[config.mk]
export PLATFORM = sky130hd
export DESIGN_NAME = mul_sequencer
export DESIGN_NICKNAME = d
export VERILOG_FILES = /design/src/rtl/cpu_pkg.sv /design/src/rtl/mul_shift_add_dp.sv /design/src/rtl/mul_sequencer.sv
export SDC_FILE = /design/constraint.sdc
export NUM_CORES = 1
export LEC_CHECK = 0
export CORE_MARGIN = 8
export CORE_UTILIZATION = 55
export DETAILED_ROUTE_END_ITERATION = 8
export GPL_TIMING_DRIVEN = 0
export PLACE_DENSITY = 0.79
export SYNTH_ARGS = -nofsm -noshare
export SYNTH_HDL_FRONTEND = slang
export SYNTH_HIERARCHICAL = 1
export SYNTH_SLANG_ARGS = --single-unit
[constraint.sdc]
create_clock -name clk -period 5.1 [get_ports clk]
set_clock_uncertainty 0.15 [all_clocks]
set_input_delay 1.275 -clock clk [delete_from_list [all_inputs] [get_ports clk]]
set_output_delay 1.275 -clock clk [all_outputs]
set_load 0.1 [all_outputs]
[src/rtl/cpu_pkg.sv]
// Shared CPU definitions: ALU op codes for the RV32M multiplies
// and the multiply sequencer state encoding.
package cpu_pkg;

  localparam logic [3:0] ALUOP_MUL   = 4'b0101;
  localparam logic [3:0] ALUOP_MULH  = 4'b0110;
  localparam logic [3:0] ALUOP_MULHU = 4'b0111;

  typedef enum logic [1:0] {
    MS_IDLE,
    MS_RUN,
    MS_DONE
  } mulseq_state_t;

  function automatic logic is_mul_op(input logic [3:0] op);
    return (op == ALUOP_MUL) || (op == ALUOP_MULH) ||
           (op == ALUOP_MULHU);
  endfunction

endpackage

[src/rtl/mul_shift_add_dp.sv]
// Shift-add multiply datapath: operand registers, WIDTH+1 bit
// accumulator, right shifter and final conditional negate.
module mul_shift_add_dp #(
  parameter int WIDTH = 32
) (
  input  logic             clk,
  input  logic             rst,
  input  logic             load,
  input  logic             step,
  input  logic             sgn,
  input  logic             hi,
  input  logic [WIDTH-1:0] a,
  input  logic [WIDTH-1:0] b,
  output logic [WIDTH-1:0] result
);

  logic [WIDTH:0]     acc;
  logic [WIDTH-1:0]   mplier;
  logic [WIDTH-1:0]   mcand;
  logic               neg;
  logic               sel_hi;
  logic [WIDTH:0]     sum;
  logic [2*WIDTH-1:0] prod;
  logic [2*WIDTH-1:0] prod_s;
  logic [WIDTH-1:0]   a_mag;
  logic [WIDTH-1:0]   b_mag;

  // Magnitudes for MULH; -2^(W-1) maps to 2^(W-1) unsigned.
  always_comb begin
    a_mag = a[WIDTH-1] ? (~a + 1'b1) : a;
    b_mag = b[WIDTH-1] ? (~b + 1'b1) : b;
  end

  // One shift-add step and the signed fix-up of the product.
  always_comb begin
    sum    = mplier[0] ? (acc + {1'b0, mcand}) : acc;
    prod   = {acc[WIDTH-1:0], mplier};
    prod_s = neg ? (~prod + 1'b1) : prod;
    result = sel_hi ? prod_s[2*WIDTH-1:WIDTH]
                    : prod_s[WIDTH-1:0];
  end

  // Operand capture on load, {acc,mplier} shift on each step.
  always_ff @(posedge clk) begin
    if (rst) begin
      acc    <= '0;
      mplier <= '0;
      mcand  <= '0;
      neg    <= 1'b0;
      sel_hi <= 1'b0;
    end else if (load) begin
      acc    <= '0;
      mcand  <= sgn ? a_mag : a;
      mplier <= sgn ? b_mag : b;
      neg    <= sgn & (a[WIDTH-1] ^ b[WIDTH-1]);
      sel_hi <= hi;
    end else if (step) begin
      acc    <= {1'b0, sum[WIDTH:1]};
      mplier <= {sum[0], mplier[WIDTH-1:1]};
    end
  end

endmodule

[src/rtl/mul_sequencer.sv]
// EX-stage multi-cycle multiply sequencer for MUL/MULH/MULHU;
// stalls the pipeline for WIDTH steps then presents the result.
module mul_sequencer
  import cpu_pkg::*;
#(
  parameter int WIDTH = 32
) (
  input  logic             clk,
  input  logic             rst,
  input  logic             start_EX,
  input  logic [3:0]       aluop_EX,
  input  logic [WIDTH-1:0] a_EX,
  input  logic [WIDTH-1:0] b_EX,
  output logic             stall_EX,
  output logic             valid_EX,
  output logic [WIDTH-1:0] result_EX
);

  localparam int CNT_W = $clog2(WIDTH) + 1;

  mulseq_state_t    state;
  logic [CNT_W-1:0] count;
  logic             done_q;
  logic             mul_req;
  logic             load;
  logic             step;
  logic [WIDTH-1:0] dp_result;

  // Request decode and the stall seen by the rest of the pipe.
  always_comb begin
    mul_req  = start_EX & is_mul_op(aluop_EX);
    load     = (state == MS_IDLE) & mul_req;
    step     = (state == MS_RUN);
    stall_EX = load | step;
  end

  // Sequencer FSM with step counter and registered valid.
  always_ff @(posedge clk) begin
    if (rst) begin
      state  <= MS_IDLE;
      count  <= '0;
      done_q <= 1'b0;
    end else begin
      done_q <= 1'b0;
      unique case (state)
        MS_IDLE: begin
          count <= '0;
          if (mul_req) state <= MS_RUN;
        end
        MS_RUN: begin
          if (count == CNT_W'(WIDTH - 1)) begin
            state  <= MS_DONE;
            count  <= '0;
            done_q <= 1'b1;
          end else begin
            count <= count + 1'b1;
          end
        end
        MS_DONE: state <= MS_IDLE;
        default: state <= MS_IDLE;
      endcase
    end
  end

  mul_shift_add_dp #(.WIDTH(WIDTH)) u_dp (
    .clk    (clk),
    .rst    (rst),
    .load   (load),
    .step   (step),
    .sgn    (aluop_EX == ALUOP_MULH),
    .hi     (aluop_EX != ALUOP_MUL),
    .a      (a_EX),
    .b      (b_EX),
    .result (dp_result)
  );

  // Result is only driven during the single valid cycle.
  always_comb begin
    valid_EX  = done_q;
    result_EX = done_q ? dp_result : '0;
  end

endmodule

==> results of run 1 <==
-- area by class of cell --
class / instances / area, sq um / area share
Timing Repair Buffer: 119 / 1150 / 0.102
Buffer: 83 / 320 / 0.0285
Clock buffer: 10 / 239 / 0.0213
Inverter: 21 / 82.6 / 0.00735
Multi-Input combinational cell: 1027 / 6920 / 0.616
Tap cell: 220 / 275 / 0.0245
Sequential cell: 107 / 2160 / 0.192
Clock inverter: 6 / 82.6 / 0.00735
-- flip-flops by register name (all words and copies together), names as in the netlist --
register     count
u_dp/neg         1
u_dp/mcand      32
u_dp/acc        32
state            2
u_dp/mplier     32
count            6
valid_EX         1
u_dp/sel_hi      1
-- kinds of logic after synthesis --
family / share of synthesized area
buffers and inverters: 0.0431
AND/OR/NAND/NOR: 0.255
multiplexers: 0.0316
adder cells (fa/ha/maj): 0.0505
XOR/XNOR: 0.0865
AO/OA/AOI/OAI: 0.304
flip-flops: 0.230
-- critical path, delay by kind of cell (launching register included) --
family,cells,cell delay [ns]
AOI/OAI and AO/OA,1,0.31
buffers and inverters,1,0.17
DFF,1,0.35
and+or+nand+nor,9,2.65
-- layer usage --
| layer | routed length [microns] | vias up |
|---|---|---|
| met2 | 14600 | 614 |
| met4 | 1160 | 0 |
| li1 | - | 4900 |
| met5 | 0 | - |
| met3 | 3700 | 88 |
| met1 | 15100 | 5017 |
-- placed cells by master (no fill, tap or decap), types with 6 or more instances in the layout --
master             n
a211oi_1         111
nor2_1           104
a21oi_1          100
dfxtp_1          100
nand2_1           80
o21ai_0           74
clkbuf_1          73
clkdlybuf4s50_1   71
xnor2_1           51
xor2_1            41
nor2b_1           36
ha_1              36
and2_1            32
or3_1             28
nor3_1            27
mux2i_1           26
nand3_1           25
o31ai_1           22
a21o_1            22
inv_1             19
buf_4             18
nand3b_1          15
o211ai_1          14
a31oi_1           14
a311oi_1          14
nor4_1            12
nor3b_1           11
o41ai_1           10
buf_6             10
or4_1              9
clkbuf_16          9
buf_1              8
nand2b_1           6
clkbuf_4           6
or4_4              6
nand4_1            6
a32oi_1            6
o21a_1             6
-- metrics by stage --
step	area [sq um]	cells	setup slack, ns
floorplan	9320	1240	0.0442
global placement	10600	1564	-1.14
detailed placement	10600	1564	-1.15
CTS	11100	1588	-0.103
global route	11200	1593	-0.252
finish	11200	1593	-0.160
-- power breakdown --
group          internal, W  switching (W)
combinational     0.000274       0.000387
clock             0.000406       0.000361
sequential        0.000872      0.0000616
total              0.00155       0.000810
-- repair_timing --
item / 4_1_cts / 5_1_grt
pin swaps: 6 / 9
setup buffers: 9 / 6
gates resized for setup: 165 / 67
setup endpoints to repair: 32 / 33
-- worst max-delay path by stage --
stage                     to  depth (start not counted)  slack [ns]                    startpoint
6_report       result_EX[20]                         11       -0.16  u_dp/mplier[19]$_SDFFE_PP0P_
4_1_cts        result_EX[20]                         12       -0.10  u_dp/mplier[19]$_SDFFE_PP0P_
3_5_place_dp   result_EX[20]                         14       -1.15   u_dp/mplier[0]$_SDFFE_PP0P_
5_1_grt        result_EX[20]                         11       -0.25  u_dp/mplier[19]$_SDFFE_PP0P_
3_3_place_gp   result_EX[20]                         14       -1.14   u_dp/mplier[0]$_SDFFE_PP0P_
2_1_floorplan  result_EX[30]                         11        0.04      u_dp/acc[2]$_SDFFE_PP0P_
==> run metrics, run 1 <==
status finished with violations; failing checks negative setup slack; Yosys top cell area share 0.230; First-pass DRT Iterations 6; CTS tree yes; worst path cell trace or3_4, or4_4, nor4_4, nand2_1, or4_4, or4_4, nand3_2, nand2_2, a221oi_2, and2_4, buf_12; met3 Track Usage GR 0.0705; pin count of the biggest net entering global routing 20; first-pass GRT wire length roughly 55,000 microns; YS warnings 6; gr busiest metal met2; pwr/cell area about 210 nW/um^2; worst reg-to-reg path cell count 10; clock root buffer clkbuf_16; final setup fails 3; CORE AREA 16,600 sq um; later-pin clock latency in the skew report around 0.37 ns; Power, Total around 0.0024 W; hold depth 2; syn avg cell area between 7 and 8 sq um; Final Cycle Share 1.03; cts hold-fix bufs 0; Post-synth top cells a211oi_1 (112), dfxtp_1 (107), nor2_1 (105); slack of the critical path -0.160 ns; Die Width 146 microns; GP Congestion a little over 1; Seq/Total Area, Yosys 0.230; leading post-synthesis cells by cell area dfxtp_1 (23%), a211oi_1 (9.0%), a21oi_1 (5.4%), ha_1 (4.8%), xnor2_1 (4.8%); Hold/Removal Path Class reg -> reg; hpwl dp about 26,000 microns; Crit path largest cell delay about 0.56 ns; Slew Viols, Final 0; FFs w/ async S/R, synth 0; iteration-0 DRC count of the detailed router around 1,300; Max rail drop VDD approximately 0.18 mV; M1 GR Usage 0.434; max-cap check violation count 0; number of global-route vias before repair approximately 9,800; die area ~21,000 sq um; layout cells sized above 1 0.0896; Starting Density 0.562; fillcell total around 1,500; CTS Buffer Depth 2; synthesized net count 1,348; ANT nets after route 0; worst-case hold slack 0.348 ns; GR Layer Usage met2 0.470; Final Hold Violating Endpoints 0; post-layout util 0.677; Seq cells post-synth between 100 and 150; global route overflow 0; Hold Path End u_dp/mcand[5]$_SDFFE_PP0P_; worst flop-to-flop path endpoint u_dp/acc[21]$_SDFFE_PP0P_; Fmax between 150 and 200 MHz; Slew HR 0.304; nature of the critical path endpoint output port; Synth cell types 70; Crit Path Class reg -> out; WP data required ~3.7 ns; reg2reg setup slack roughly 1 ns; Worst Tran Pin Value between 1 and 1.5 ns; FF-to-FF Start u_dp/acc[0]$_SDFFE_PP0P_; Post-synth EDFFs 0; worst-path fanout max 6; DR WL/cell roughly 22 microns; Pleak about 4 nW; Layout Nets between 1,000 and 1,500; # IOs 105; Post-route DRC 0; commonest register cell after synthesis dfxtp_1; most common cell in the netlist a211oi_1; initial antenna violation count 0; worst hold start u_dp/mcand[5]$_SDFFE_PP0P_; IO buf count roughly 100; WP data arrival about 3.8 ns; total CTS buffers 9; Via Count 10,600; Sum Neg Setup Slack -0.252 ns; min Tclk post-route 5.26 ns; DRT Wirelength 34,600 microns; H-tree depth 3; Vias per Instance between 6 and 7; clock transition at the registers of the reported paths approximately 0.08 ns; Synth area leader dfxtp_1; CP dominant cell by count or4_4; Post-Synthesis Cells 1,240; unrepaired setup endpoints after global routing true; area added between synthesis and finish 20.6%; GRT Total Usage 0.313; clk sink count ~110; Die Y ~150 microns; diodes inserted 0; Rows between 40 and 50; highest-delay cell along the critical path or4_4; Mapped Area between 9000 and 10,000 sq um; nature of the critical path startpoint register
No activity file was read; power rests on OpenSTA's default activity.
==> run 2, diff against run 1 <==
==> constraint.sdc (replaced) <==
create_clock -name clk -period 6.1 [get_ports clk]
set_clock_uncertainty 0.15 [all_clocks]
set_input_delay 1.525 -clock clk [delete_from_list [all_inputs] [get_ports clk]]
set_output_delay 1.525 -clock clk [all_outputs]
set_load 0.1 [all_outputs]
==> run metrics, run 2 (synthesis gave the netlist of run 1 again) <==
worst hold start u_dp/mcand[22]$_SDFFE_PP0P_; Slew HR 0.311; fillcell total 1,534; Die Y roughly 150 microns; highest-delay cell along the critical path clkdlybuf4s50_1; Rows 47; Max rail drop VDD between 0.15 and 0.2 mV; pwr/cell area between 150 and 200 nW/um^2; layout cells sized above 1 0.0470; worst-path fanout max 8; WP data required 4.43 ns; Multi-input gate area 6780 sq um; Top Registers u_dp/acc (32), u_dp/mcand (32), u_dp/mplier (32); Layout Nets 1,465; CORE AREA around 17,000 sq um; pin count of the biggest net entering global routing 20; hpwl dp approximately 26,000 microns; first-pass GRT wire length ~54,000 microns; First-pass DRT Iterations 5; most frequent cells in the layout a211oi_1 (112), dfxtp_1 (107), nor2_1 (105), a21oi_1 (100), nand2_1 (83); area added between synthesis and finish 17.7%; # IOs between 100 and 150; global route overflow 0; Worst Tran Pin Value between 1 and 1.5 ns; CTS Buffer Depth 2; nature of the critical path endpoint output port; FF-to-FF Start u_dp/acc[0]$_SDFFE_PP0P_; nature of the critical path startpoint register; GRT Total Usage 0.308; clock root buffer clkbuf_16; Slew Viols, Final 0; Crit. Startpoint u_dp/mplier[19]$_SDFFE_PP0P_; number of global-route vias before repair just under 10,000; post-layout util 0.661; DRT Wirelength between 30,000 and 40,000 microns; max-cap check violation count 0; WP data arrival around 4.3 ns; ANT nets after route 0; status complete, no violations; min Tclk post-route roughly 6.0 ns; Final Hold Violating Endpoints 0; Hold/Removal Path Class reg -> reg; initial antenna violation count 0; Via Count about 10,000; clock transition at the registers of the reported paths ~0.080 ns; Sum Neg Setup Slack 0 ns; H-tree depth 3; GP Congestion between 1 and 1.5; most common cell after layout, fill and taps aside a211oi_1; cts hold-fix bufs 0; register area between 2000 and 2500 sq um; Post-route DRC 0; Vias per Instance roughly 6.6; diodes inserted 0; total CTS buffers 9; Starting Density 0.562; later-pin clock latency in the skew report roughly 0.36 ns; Pleak 3.83 nW; Final Cycle Share 0.983; IO buf count roughly 100; Crit Path Class reg -> out; Crit path largest cell delay around 1.2 ns; CTS tree yes; iteration-0 DRC count of the detailed router 1,248; die area between 20,000 and 25,000 sq um; clk sink count 107; Fmax roughly 170 MHz; Die Width 146 microns; DR WL/cell around 21 microns; worst path cell trace or3_4, or4_4, or2_2, nor3_1, nand2_1, nand3_1, o21ai_0, a21oi_1, and2_1, clkdlybuf4s50_1; final setup fails 0
run 2: layer usage:
metal  wire length [microns]  track usage  vias up
met5                       0            0        -
met4                    1070        0.108        0
met3                    3480       0.0683       77
met2                   14300        0.459      554
met1                   15100        0.427     4924
li1                        -            -     4895
run 2: what timing repair did:
item / in CTS / in global routing
gates resized for setup: 48 / 11
pin swaps: 0 / 2
setup endpoints to repair: 22 / 29
buffers inserted: 0 / 3
run 2: area by class of cell:
cell class,instances,area share
buffer,84,0.0291
clock buffer,10,0.0218
clock inverter,6,0.00753
inverter,21,0.00753
multi-input combinational,1027,0.619
sequential,107,0.195
tap,220,0.0251
timing repair buffer,107,0.0946
run 2: worst paths after layout:
check / endpoint / slack (ns) / cells past startpoint
max: result_EX[14] / 0.10 / 10
min: u_dp/mcand[22]$_SDFFE_PP0P_ / 0.35 / 2
max reg2reg: u_dp/acc[21]$_SDFFE_PP0P_ / 2.03 / 10
min reg2reg: u_dp/mcand[22]$_SDFFE_PP0P_ / 0.35 / 2
run 2: per-stage QoR:
stage          power (W)  hold slack [ns]  cells  setup slack, ns  area (sq um)
4_1_cts          0.00191            0.347   1579          0.00934         11000
6_report         0.00193            0.349   1582            0.102         11000
2_1_floorplan    0.00110            0.313   1240            0.794          9320
3_5_place_dp     0.00128            0.336   1564           -0.401         10600
5_1_grt          0.00201            0.364   1582          -0.0162         11000
3_3_place_gp     0.00127            0.330   1564           -0.385         10600
run 2: power by group:
group | leakage [nW] | internal (W) | switching, W
Sequential | 0.870 | 0.000729 | 0.0000503
Combinational | 2.81 | 0.000207 | 0.000308
Clock | 0.154 | 0.000340 | 0.000300
run 2: worst max-delay path, delay by kind of cell (launching register included):
kind	cells	cell delay, ns
simple gates	7	2.17
buf+inv	1	1.15
compound gates	2	0.24
flops	1	0.41
==> run 3, diff against run 2 <==
--- a/config.mk
+++ b/config.mk
@@ -7,6 +7,7 @@
 export LEC_CHECK = 0
 export CORE_MARGIN = 8
 export CORE_UTILIZATION = 55
+export CTS_CLUSTER_DIAMETER = 50
 export DETAILED_ROUTE_END_ITERATION = 8
 export GPL_TIMING_DRIVEN = 0
 export PLACE_DENSITY = 0.79
==> results of run 3 <==
Final layout, timing and power as in run 2 (identical DEF).
